==> src/rtl/pc_pkg.sv <==
// ---------------------------------------------------------------------------
// pc_pkg
//   Shared definitions for the program-counter slice of the single-cycle
//   MIPS core:
//     PC_W       default PC / address width
//     RESET_VEC  default PC loaded on reset
//     EXC_VEC    default PC loaded when a misaligned JR target is detected
//     state_t    PC sequencer states (HOLD, RUN, FAULT)
//     sext16     sign-extends a 16-bit immediate to 32 bits
// ---------------------------------------------------------------------------
package pc_pkg;

  localparam int          PC_W      = 32;
  localparam logic [31:0] RESET_VEC = 32'h0000_0000;
  localparam logic [31:0] EXC_VEC   = 32'h0000_0180;

  typedef enum logic [1:0] {
    HOLD  = 2'd0,
    RUN   = 2'd1,
    FAULT = 2'd2
  } state_t;

  function automatic logic [31:0] sext16(input logic [15:0] v);
    return {{16{v[15]}}, v};
  endfunction

endpackage

==> src/rtl/pc_target_calc.sv <==
// ---------------------------------------------------------------------------
// pc_target_calc
//   Purely combinational candidate-target generator for the next-PC select.
//   Ports:
//     pc            in   current PC
//     imm16         in   signed branch offset, in words
//     jidx26        in   J/JAL instruction index
//     rs_val        in   JR target register value
//     pc_plus4      out  pc + 4 (wraps mod 2^PC_W)
//     br_target     out  pc + 4 + (sext(imm16) << 2)
//     j_target      out  {pc_plus4[31:28], jidx26, 2'b00}
//     rs_misaligned out  1 when rs_val is not word aligned
// ---------------------------------------------------------------------------
module pc_target_calc #(
  parameter int PC_W = pc_pkg::PC_W
) (
  input  logic [PC_W-1:0] pc,
  input  logic [15:0]     imm16,
  input  logic [25:0]     jidx26,
  input  logic [PC_W-1:0] rs_val,
  output logic [PC_W-1:0] pc_plus4,
  output logic [PC_W-1:0] br_target,
  output logic [PC_W-1:0] j_target,
  output logic            rs_misaligned
);

  import pc_pkg::*;

  logic [PC_W-1:0] imm_sext;
  logic [PC_W-1:0] imm_bytes;

  assign imm_sext  = sext16(imm16);
  // Word offset to byte offset; the top two sign bits fall off, which is
  // exactly the mod-2^32 behaviour the add below needs.
  assign imm_bytes = {imm_sext[PC_W-3:0], 2'b00};

  assign pc_plus4  = pc + PC_W'(4);
  assign br_target = pc_plus4 + imm_bytes;
  // The 256 MB region comes from the delay-slot address (pc+4), not pc.
  assign j_target  = {pc_plus4[PC_W-1:28], jidx26, 2'b00};

  assign rs_misaligned = |rs_val[1:0];

endmodule

==> src/rtl/pc_next_unit.sv <==
// ---------------------------------------------------------------------------
// pc_next_unit
//   Program-counter register and next-PC select for the single-cycle MIPS
//   core. Resolves BEQ/BNE, J/JAL and JR, adds a one-cycle hold after reset,
//   a global stall, and a sticky FAULT state entered on a misaligned JR.
//   Ports:
//     clk        in   rising-edge clock
//     rst_n      in   asynchronous active-low reset
//     stall      in   1 = freeze PC and all state this cycle
//     zero       in   ALU zero flag
//     branch_eq  in   decoded BEQ
//     branch_ne  in   decoded BNE
//     jump       in   decoded J/JAL
//     jump_reg   in   decoded JR
//     imm16      in   branch offset in words (signed)
//     jidx26     in   jump instruction index
//     rs_val     in   JR target
//     fault_clr  in   leave FAULT state
//     pc         out  current PC (registered)
//     pc_plus4   out  pc + 4 (combinational, JAL link value)
//     br_taken   out  last PC update was a taken branch/jump (registered)
//     fault      out  FAULT state active (registered)
// ---------------------------------------------------------------------------
module pc_next_unit #(
  parameter int              PC_W      = pc_pkg::PC_W,
  parameter logic [PC_W-1:0] RESET_VEC = pc_pkg::RESET_VEC,
  parameter logic [PC_W-1:0] EXC_VEC   = pc_pkg::EXC_VEC
) (
  input  logic            clk,
  input  logic            rst_n,
  input  logic            stall,
  input  logic            zero,
  input  logic            branch_eq,
  input  logic            branch_ne,
  input  logic            jump,
  input  logic            jump_reg,
  input  logic [15:0]     imm16,
  input  logic [25:0]     jidx26,
  input  logic [PC_W-1:0] rs_val,
  input  logic            fault_clr,
  output logic [PC_W-1:0] pc,
  output logic [PC_W-1:0] pc_plus4,
  output logic            br_taken,
  output logic            fault
);

  import pc_pkg::*;

  state_t          state_reg;
  logic [PC_W-1:0] pc_reg;
  logic            br_taken_reg;
  logic            fault_reg;

  logic [PC_W-1:0] pc_plus4_w;
  logic [PC_W-1:0] br_target_w;
  logic [PC_W-1:0] j_target_w;
  logic            rs_misaligned_w;

  logic [PC_W-1:0] pc_next;
  logic            taken_next;

  pc_target_calc #(
    .PC_W (PC_W)
  ) u_target_calc (
    .pc            (pc_reg),
    .imm16         (imm16),
    .jidx26        (jidx26),
    .rs_val        (rs_val),
    .pc_plus4      (pc_plus4_w),
    .br_target     (br_target_w),
    .j_target      (j_target_w),
    .rs_misaligned (rs_misaligned_w)
  );

  // Next-PC priority select. BEQ and BNE asserted together contradict each
  // other, so each branch term requires the other one to be low.
  always_comb begin
    pc_next    = pc_plus4_w;
    taken_next = 1'b0;
    if (jump_reg) begin
      pc_next    = rs_val;
      taken_next = 1'b1;
    end else if (jump) begin
      pc_next    = j_target_w;
      taken_next = 1'b1;
    end else if (branch_eq && !branch_ne && zero) begin
      pc_next    = br_target_w;
      taken_next = 1'b1;
    end else if (branch_ne && !branch_eq && !zero) begin
      pc_next    = br_target_w;
      taken_next = 1'b1;
    end
  end

  // Sequencer. stall freezes every register, including the FAULT exit.
  always_ff @(posedge clk or negedge rst_n) begin
    if (!rst_n) begin
      state_reg    <= HOLD;
      pc_reg       <= RESET_VEC;
      br_taken_reg <= 1'b0;
      fault_reg    <= 1'b0;
    end else if (!stall) begin
      case (state_reg)
        HOLD: begin
          state_reg    <= RUN;
          br_taken_reg <= 1'b0;
        end
        RUN: begin
          if (jump_reg && rs_misaligned_w) begin
            state_reg    <= FAULT;
            pc_reg       <= EXC_VEC;
            br_taken_reg <= 1'b0;
            fault_reg    <= 1'b1;
          end else begin
            pc_reg       <= pc_next;
            br_taken_reg <= taken_next;
          end
        end
        FAULT: begin
          // Decode inputs (including another bad JR) are ignored here.
          br_taken_reg <= 1'b0;
          if (fault_clr) begin
            state_reg <= RUN;
            pc_reg    <= EXC_VEC + PC_W'(4);
            fault_reg <= 1'b0;
          end
        end
        default: begin
          state_reg    <= HOLD;
          pc_reg       <= RESET_VEC;
          br_taken_reg <= 1'b0;
          fault_reg    <= 1'b0;
        end
      endcase
    end
  end

  assign pc       = pc_reg;
  assign pc_plus4 = pc_plus4_w;
  assign br_taken = br_taken_reg;
  assign fault    = fault_reg;

endmodule
==> config.mk <==
export PLATFORM = sky130hd
export DESIGN_NAME = pc_next_unit
export DESIGN_NICKNAME = d
export VERILOG_FILES = /design/src/rtl/pc_pkg.sv /design/src/rtl/pc_target_calc.sv /design/src/rtl/pc_next_unit.sv
export SDC_FILE = /design/constraint.sdc
export NUM_CORES = 1
export LEC_CHECK = 0
export CAP_MARGIN = 20
export CORE_MARGIN = 10
export CORE_UTILIZATION = 34
export CTS_CLUSTER_SIZE = 16
export DETAILED_ROUTE_END_ITERATION = 12
export DONT_BUFFER_PORTS = 1
export PLACE_DENSITY = 0.47
export SLEW_MARGIN = 0
export SYNTH_ARGS = -nofsm -noshare
export SYNTH_HDL_FRONTEND = slang
export SYNTH_SLANG_ARGS = --single-unit
==> constraint.sdc <==
create_clock -name clk -period 4.3 [get_ports clk]
set_input_delay 0.43 -clock clk [delete_from_list [all_inputs] [get_ports clk]]
set_output_delay 0.43 -clock clk [all_outputs]
set_load 0.01 [all_outputs]
# Yosys cells after proc, flatten, opt, wreduce, memory -nomap -nowiden
# Cells that the tools add are included.
# totals
output_inout_bits,66
ff_bits,36
# classes
eq_ne,4
mux,19
n_bitwise,2
n_reduce_logical,13
n_addsub,2
# op_table
operator,n
$mux 32,6
$pmux 32 s3,1
$add 32x3->32 const B,1
$add 32x32->32,1
$mux 1,8
$pmux 2 s3,1
$reduce_and 3->1,2
$logic_and 1x1->1,5
$mux 2,2
$ne 2x2->1 const B,2
$reduce_and 4->1,1
$logic_not 1->1,3
$pmux 1 s3,1
$eq 2x1->1 const B,1
$eq 2x2->1 const B,1
$logic_not 2->1,1
$not 1->1,2
$reduce_or 2->1,1

# Logic depth before layout (Yosys ltp)
# depth
ltp_word,9
depth_mapped,18

# Hierarchy
# From an unflattened synthesis, not the netlist that was laid out.
# hier_totals
cells_unflattened,696
area_unflattened_um2,5661.7
# by_module_without_submodules
mod,seq_area_each_um2,area_each_um2,cells_each,instances
pc_next_unit,900.9,3196.8,359,1
pc_target_calc,0.0,2464.9,337,1

# Least setup slack after synthesis
# No wires, ideal clock.
# synth_timing
path_type,register to register
from,"register pc_reg[5], in the netlist pc[5]"
to,"register pc_reg[22], in the netlist pc[22]"
path_slack_ps,665
path_buffers,0
synth_period_minus_slack_ps,3635
required_ps,4174
arrival_time_ps,3509
stages_incl_launch_ff,17
path_cell_list,dfrtp_1 > nand4_4 > nor4_4 > and2_4 > nand2_1 > xnor2_1 > ha_1 > and4_1 > nand4_1 > o21ai_0 > nor2_1 > nand2_1 > a221o_1 > a21oi_1 > xor2_1 > a211oi_1 > a221o_1
# synth_between
elab_chain_cells,8
# synth_lines
element,line_no,text
start: declaration,pc_next_unit.sv:50,logic [PC_W-1:0] pc_reg;
start signal: assignment,pc_next_unit.sv:115,pc_reg <= pc_next;
start signal: assignment,pc_next_unit.sv:124,pc_reg <= EXC_VEC + PC_W'(4);
$add 32x3->32 (*),pc_target_calc.sv:37,assign pc_plus4 = pc + PC_W'(4);
named net pc_plus4[16],pc_next_unit.sv:42,"output logic [PC_W-1:0] pc_plus4,"
$add 32x32->32 (*),pc_target_calc.sv:38,assign br_target = pc_plus4 + imm_bytes;
$mux 32,pc_next_unit.sv:89,end else if (branch_ne && !branch_eq && !zero) begin
$mux 32 (*),pc_next_unit.sv:86,end else if (branch_eq && !branch_ne && zero) begin
$mux 32 (*),pc_next_unit.sv:83,end else if (jump) begin
$mux 32 (*),pc_next_unit.sv:80,if (jump_reg) begin
$mux 32 (*),pc_next_unit.sv:109,if (jump_reg && rs_misaligned_w) begin
$pmux 32 s3 (*),pc_next_unit.sv:103,case (state_reg)
# Mark *: on every way through the listed nets, which the timed path passes. The rest lies on a longest branch.
# A chain may end at the register's enable or synchronous reset.

# Worst setup path in the final report
# layout_timing
from,"register pc_reg[5], in the netlist pc[5]"
to,"register pc_reg[22], in the netlist pc[22]"
# layout_between
elab_chain_cells,8
# layout_lines
element,line_no
$add 32x3->32 (*),pc_target_calc.sv:37
$add 32x32->32,pc_target_calc.sv:38
$mux 32,pc_next_unit.sv:89
$mux 32 (*),pc_next_unit.sv:86
$mux 32 (*),pc_next_unit.sv:83
$mux 32 (*),pc_next_unit.sv:80
$mux 32 (*),pc_next_unit.sv:109
$pmux 32 s3 (*),pc_next_unit.sv:103
# Every way passes the cells marked *; elsewhere a longest branch is shown, timed or not.

==> reports/qor_table.md <==
| Step | Parameter | This run |
|---|---|---|
| floorplanning | Vertical die dimension | 133 um |
| cells and area | Fraction of layout instances using a drive strength above 1 | 9.53% |
| drt | First-pass DRT Iterations | 5 |
| setup path | Type of destination of the critical path | register |
| logic synthesis | Synthesized instance count | 562 |
| logic synthesis | Number of flops mapped to enable cells by yosys | 0 |
| floorplanning | Die area | 0.0176 mm2 |
| logic synthesis | Mapped Nets | 684 |
| grt | Number of global-route vias before repair | 4429 |
| setup path | Required @ worst endpoint | 4.47 ns |
| sta | Final Hold Fails | 0 |
| cells and area | Area added between synthesis and finish | 12.5% |
| floorplanning | Initial Utilization | 34.4% |
| power and ir drop | Static leakage | 0.00223 uW |
| sta | Unrepaired setup endpoints after global routing | no |
| setup path | Kind of critical path | register to register |
| hold path | Cell depth of the worst hold path | 1 |
| hold path | Min-delay src | stall |
| power and ir drop | Power Dens Cells | 414 mW/mm2 |
| floorplanning | Row count | 41 |
| setup path | Worst-path fanout max | 7 |
| drt | Total via count in the routed design | 4417 |
| logic synthesis | FFs w/ async S/R, synth | 100% |
| clocking | Number of levels in the clock H-tree | 2 |
| floorplanning | Die span in x | 133 um |
| clocking | Clock tree root buffer cell | sky130_fd_sc_hd__clkbuf_16 |
| cells and area | Post-route design area | 0.00485 mm2 |
| setup path | Kind of launch point of the worst setup path | register |
| clocking | Clock-pin slew of the registers on the worst-case setup and hold paths | 0.06 ns |
| hold path | Tightest Hold Check Type | input port to register |
| clocking | Maximum buffer depth of the clock tree | 2 |
| clocking | Clock latency on the worst-skew pair | 0.29 ns |
| place | Port buffer count | 0 |
| place | Placed cell area | 0.00463 mm2 |
| power and ir drop | Maximum vdd ir drop | 0.200 mV |
| drt | Antenna viol nets, final | 0 |
| sta | Fraction of the cycle the final worst path needs | 91.7% |
| place | Pre-CTS setup slack | 0.331 ns |
| sta | Achievable Freq | 254 MHz |
| clocking | CTS sink count | 36 |
| sta | Relative max-transition margin | 28.9% |
| cells and area | Diodes inserted | 0 |
| sta | Min Tclk post-route | 3.94 ns |
| sta | Max-slew violation count | 0 |
| grt | Pin count of the biggest net entering global routing | 37 |
| cells and area | Number of flip-flops in the largest register | 32 |
| floorplanning | Number of top-level pins | 149 |
| drt | Vias per Instance | 5.90 |
| clocking | Clock tree from TritonCTS | done |
| drt | Final wirelength | 17700 um |
| status | Outcome | finished, final reports clean |
| drt | Detailed-route DRC error count | 0 |
| setup path | Setup slack of the worst register-to-register path | 0.36 ns |
| sta | Total negative setup slack | 0 ns |
| logic synthesis | Dominant cell type by area after synthesis | sky130_fd_sc_hd__dfrtp_1 |
| place | HPWL after detailed placement | 14000 um |
| cells and area | Final Net Count | 699 |
| sta | Worst-case setup margin in the final layout | 0.357 ns |
| sta | Final Skew | 0.00444 ns |
| logic synthesis | Primary flip-flop cell chosen by synthesis mapping | sky130_fd_sc_hd__dfrtp_1 |
| grt | Global-route usage over all layers | 19.4% |
| logic synthesis | Number of warnings issued by yosys | 0 |
| logic synthesis | Count of state elements after synthesis | 36 |
| grt | First-pass GRT wire length | 27200 um |
| floorplanning | Core footprint | 0.0125 mm2 |
| drt | 1st-iter DRT viols | 263 |
| logic synthesis | Distinct cell type count of the synthesized netlist | 63 |
| grt | Residual overflow from global routing | 0 |
| logic synthesis | Mean cell area of the mapped netlist | 7.67 um2 |
| grt | Initial antenna violation count | 0 |
| job | Maximum capacitance violations | 0 |
| logic synthesis | Syn Std Cell Area | 0.00431 mm2 |
| sta | Setup violations, final | 0 |
| logic synthesis | Area share of the largest cell type after synthesis | 20.9% |
| clocking | Clock buffer count from CTS | 5 |
| drt | Routed length per placed instance | 23.6 um |
| setup path | Crit path DAT | 4.12 ns |
| logic synthesis | Dominant cells by area after synthesis | sky130_fd_sc_hd__dfrtp_1 21%, sky130_fd_sc_hd__ha_1 11%, sky130_fd_sc_hd__a21oi_1 6.4%, sky130_fd_sc_hd__xnor2_1 6.3%, sky130_fd_sc_hd__o21ai_0 5.5% |
| hold path | Endpoint, Worst Hold | br_taken$_DFFE_PN0N_ |
| sta | Actual slew at the worst max-slew pin | 1.06 ns |
| setup path | FF-to-FF End | pc[22]$_DFFE_PN0P_ |
| setup path | Cell count of the worst reg-to-reg path | 16 |
| logic synthesis | Sequential cell area fraction in the yosys report | 20.9% |
| setup path | Worst reg2reg startpoint | pc[5]$_DFFE_PN0P_ |
| place | Last weighted congestion value of the routability-driven placer | 0.865 |
layer usage:
layer | GRT usage, % | routed length (um)
met5 | 0 | 0
met4 | 3.91 | 228
met2 | 31.5 | 8290
met3 | 5.53 | 1600
met1 | 25.0 | 7560
cell usage after synthesis, drive strengths merged, types with 5 or more instances:
cell	count
nor3	8
a21oi	55
nand2b	5
xor2	19
a211oi	9
a31oi	9
inv	19
o31ai	9
buf	6
xnor2	31
nand3	16
nor2b	9
nand4	12
a22oi	5
o21a	8
nor2	54
a21o	13
dfrtp	36
ha	38
and3	7
o21ai	54
clkbuf	18
nand2	57
a22o	7
mux2i	8
how the worst max path moves through the flow:
stage / depth (start not counted) / from / slack, ns / to
global route: 15 / pc[4]$_DFFE_PN0P_ / 0.01 / pc[30]$_DFFE_PN0P_
finish: 16 / pc[5]$_DFFE_PN0P_ / 0.36 / pc[22]$_DFFE_PN0P_
CTS: 15 / pc[4]$_DFFE_PN0P_ / 0.30 / pc[22]$_DFFE_PN0P_
global placement: 15 / pc[4]$_DFFE_PN0P_ / 0.33 / pc[24]$_DFFE_PN0P_
detailed placement: 15 / pc[4]$_DFFE_PN0P_ / 0.33 / pc[22]$_DFFE_PN0P_
floorplan: 16 / pc[5]$_DFFE_PN0P_ / 0.67 / pc[22]$_DFFE_PN0P_
critical path, cell delays in order (launching register included):
cell,delay (ns)
sky130_fd_sc_hd__dfrtp_1,0.57
sky130_fd_sc_hd__nand4_4,0.20
sky130_fd_sc_hd__nor4_4,0.40
sky130_fd_sc_hd__and2_4,0.23
sky130_fd_sc_hd__nand2_1,0.08
sky130_fd_sc_hd__xnor2_1,0.19
sky130_fd_sc_hd__ha_1,0.28
sky130_fd_sc_hd__and4_1,0.25
sky130_fd_sc_hd__nand4_1,0.13
sky130_fd_sc_hd__o21ai_0,0.08
sky130_fd_sc_hd__nor2_1,0.22
sky130_fd_sc_hd__nand2_1,0.15
sky130_fd_sc_hd__a221o_1,0.32
sky130_fd_sc_hd__a21oi_1,0.19
sky130_fd_sc_hd__xor2_1,0.17
sky130_fd_sc_hd__a211oi_1,0.10
sky130_fd_sc_hd__a221o_1,0.27
where the power goes:
| group | internal (uW) | switching [uW] |
|---|---|---|
| Clock | 244 | 151 |
| Combinational | 418 | 645 |
| Sequential | 409 | 142 |
layout make-up:
type / count / area, um2
clock buffers: 7 / 153
inverters: 19 / 71.3
flip-flops and latches: 36 / 903
repair buffers: 32 / 255
well taps: 172 / 215
multi-input cells: 483 / 3250
fillers: 1343 / 7670
stage by stage:
stage,utilization (%),power (uW),instances,hold slack [ns]
4_1_cts,38.5,2010,747,0.238
6_report,38.7,2010,749,0.240
3_5_place_dp,37.0,1600,738,0.136
5_1_grt,38.7,2160,749,0.251
3_3_place_gp,37.0,1590,738,0.136
2_1_floorplan,-,1280,562,0.134
cell usage in the layout (no fill, tap or decap), types with 5 or more instances in the layout:
cell                        instances
sky130_fd_sc_hd__a21oi_1           55
sky130_fd_sc_hd__ha_1              38
sky130_fd_sc_hd__o21ai_1            6
sky130_fd_sc_hd__buf_4             30
sky130_fd_sc_hd__a22o_1             7
sky130_fd_sc_hd__dfrtp_1           34
sky130_fd_sc_hd__nand3_1           15
sky130_fd_sc_hd__inv_1             19
sky130_fd_sc_hd__xnor2_1           30
sky130_fd_sc_hd__a211oi_1           8
sky130_fd_sc_hd__xor2_1            19
sky130_fd_sc_hd__o21ai_0           47
sky130_fd_sc_hd__nand4_1           10
sky130_fd_sc_hd__nor3_1             8
sky130_fd_sc_hd__nand2b_1           5
sky130_fd_sc_hd__a22oi_1            5
sky130_fd_sc_hd__nor2_1            53
sky130_fd_sc_hd__a31oi_1            8
sky130_fd_sc_hd__a21o_1            13
sky130_fd_sc_hd__mux2i_1            8
sky130_fd_sc_hd__and3_1             7
sky130_fd_sc_hd__nand2_1           57
sky130_fd_sc_hd__o21a_1             8
sky130_fd_sc_hd__nor2b_1            9
sky130_fd_sc_hd__clkbuf_16          5
sky130_fd_sc_hd__o31ai_1            8
repair_timing:
action,4_1_cts,5_1_grt
resized for setup,0,4
hold buffers,2,0
endpoints found under the setup margin,0,4
hold endpoints to repair,36,0
buffers inserted,0,2
logic make-up after synthesis:
family / count (synthesis) / synth area share [%]
mux: 9 / 2.12
simple gates: 183 / 21.2
compound gates: 202 / 30.1
flops: 36 / 20.9
fa+ha+maj: 39 / 11.5
xor+xnor: 50 / 10.2
buf+inv: 43 / 4.01
Power figures use the tool's default switching activity.
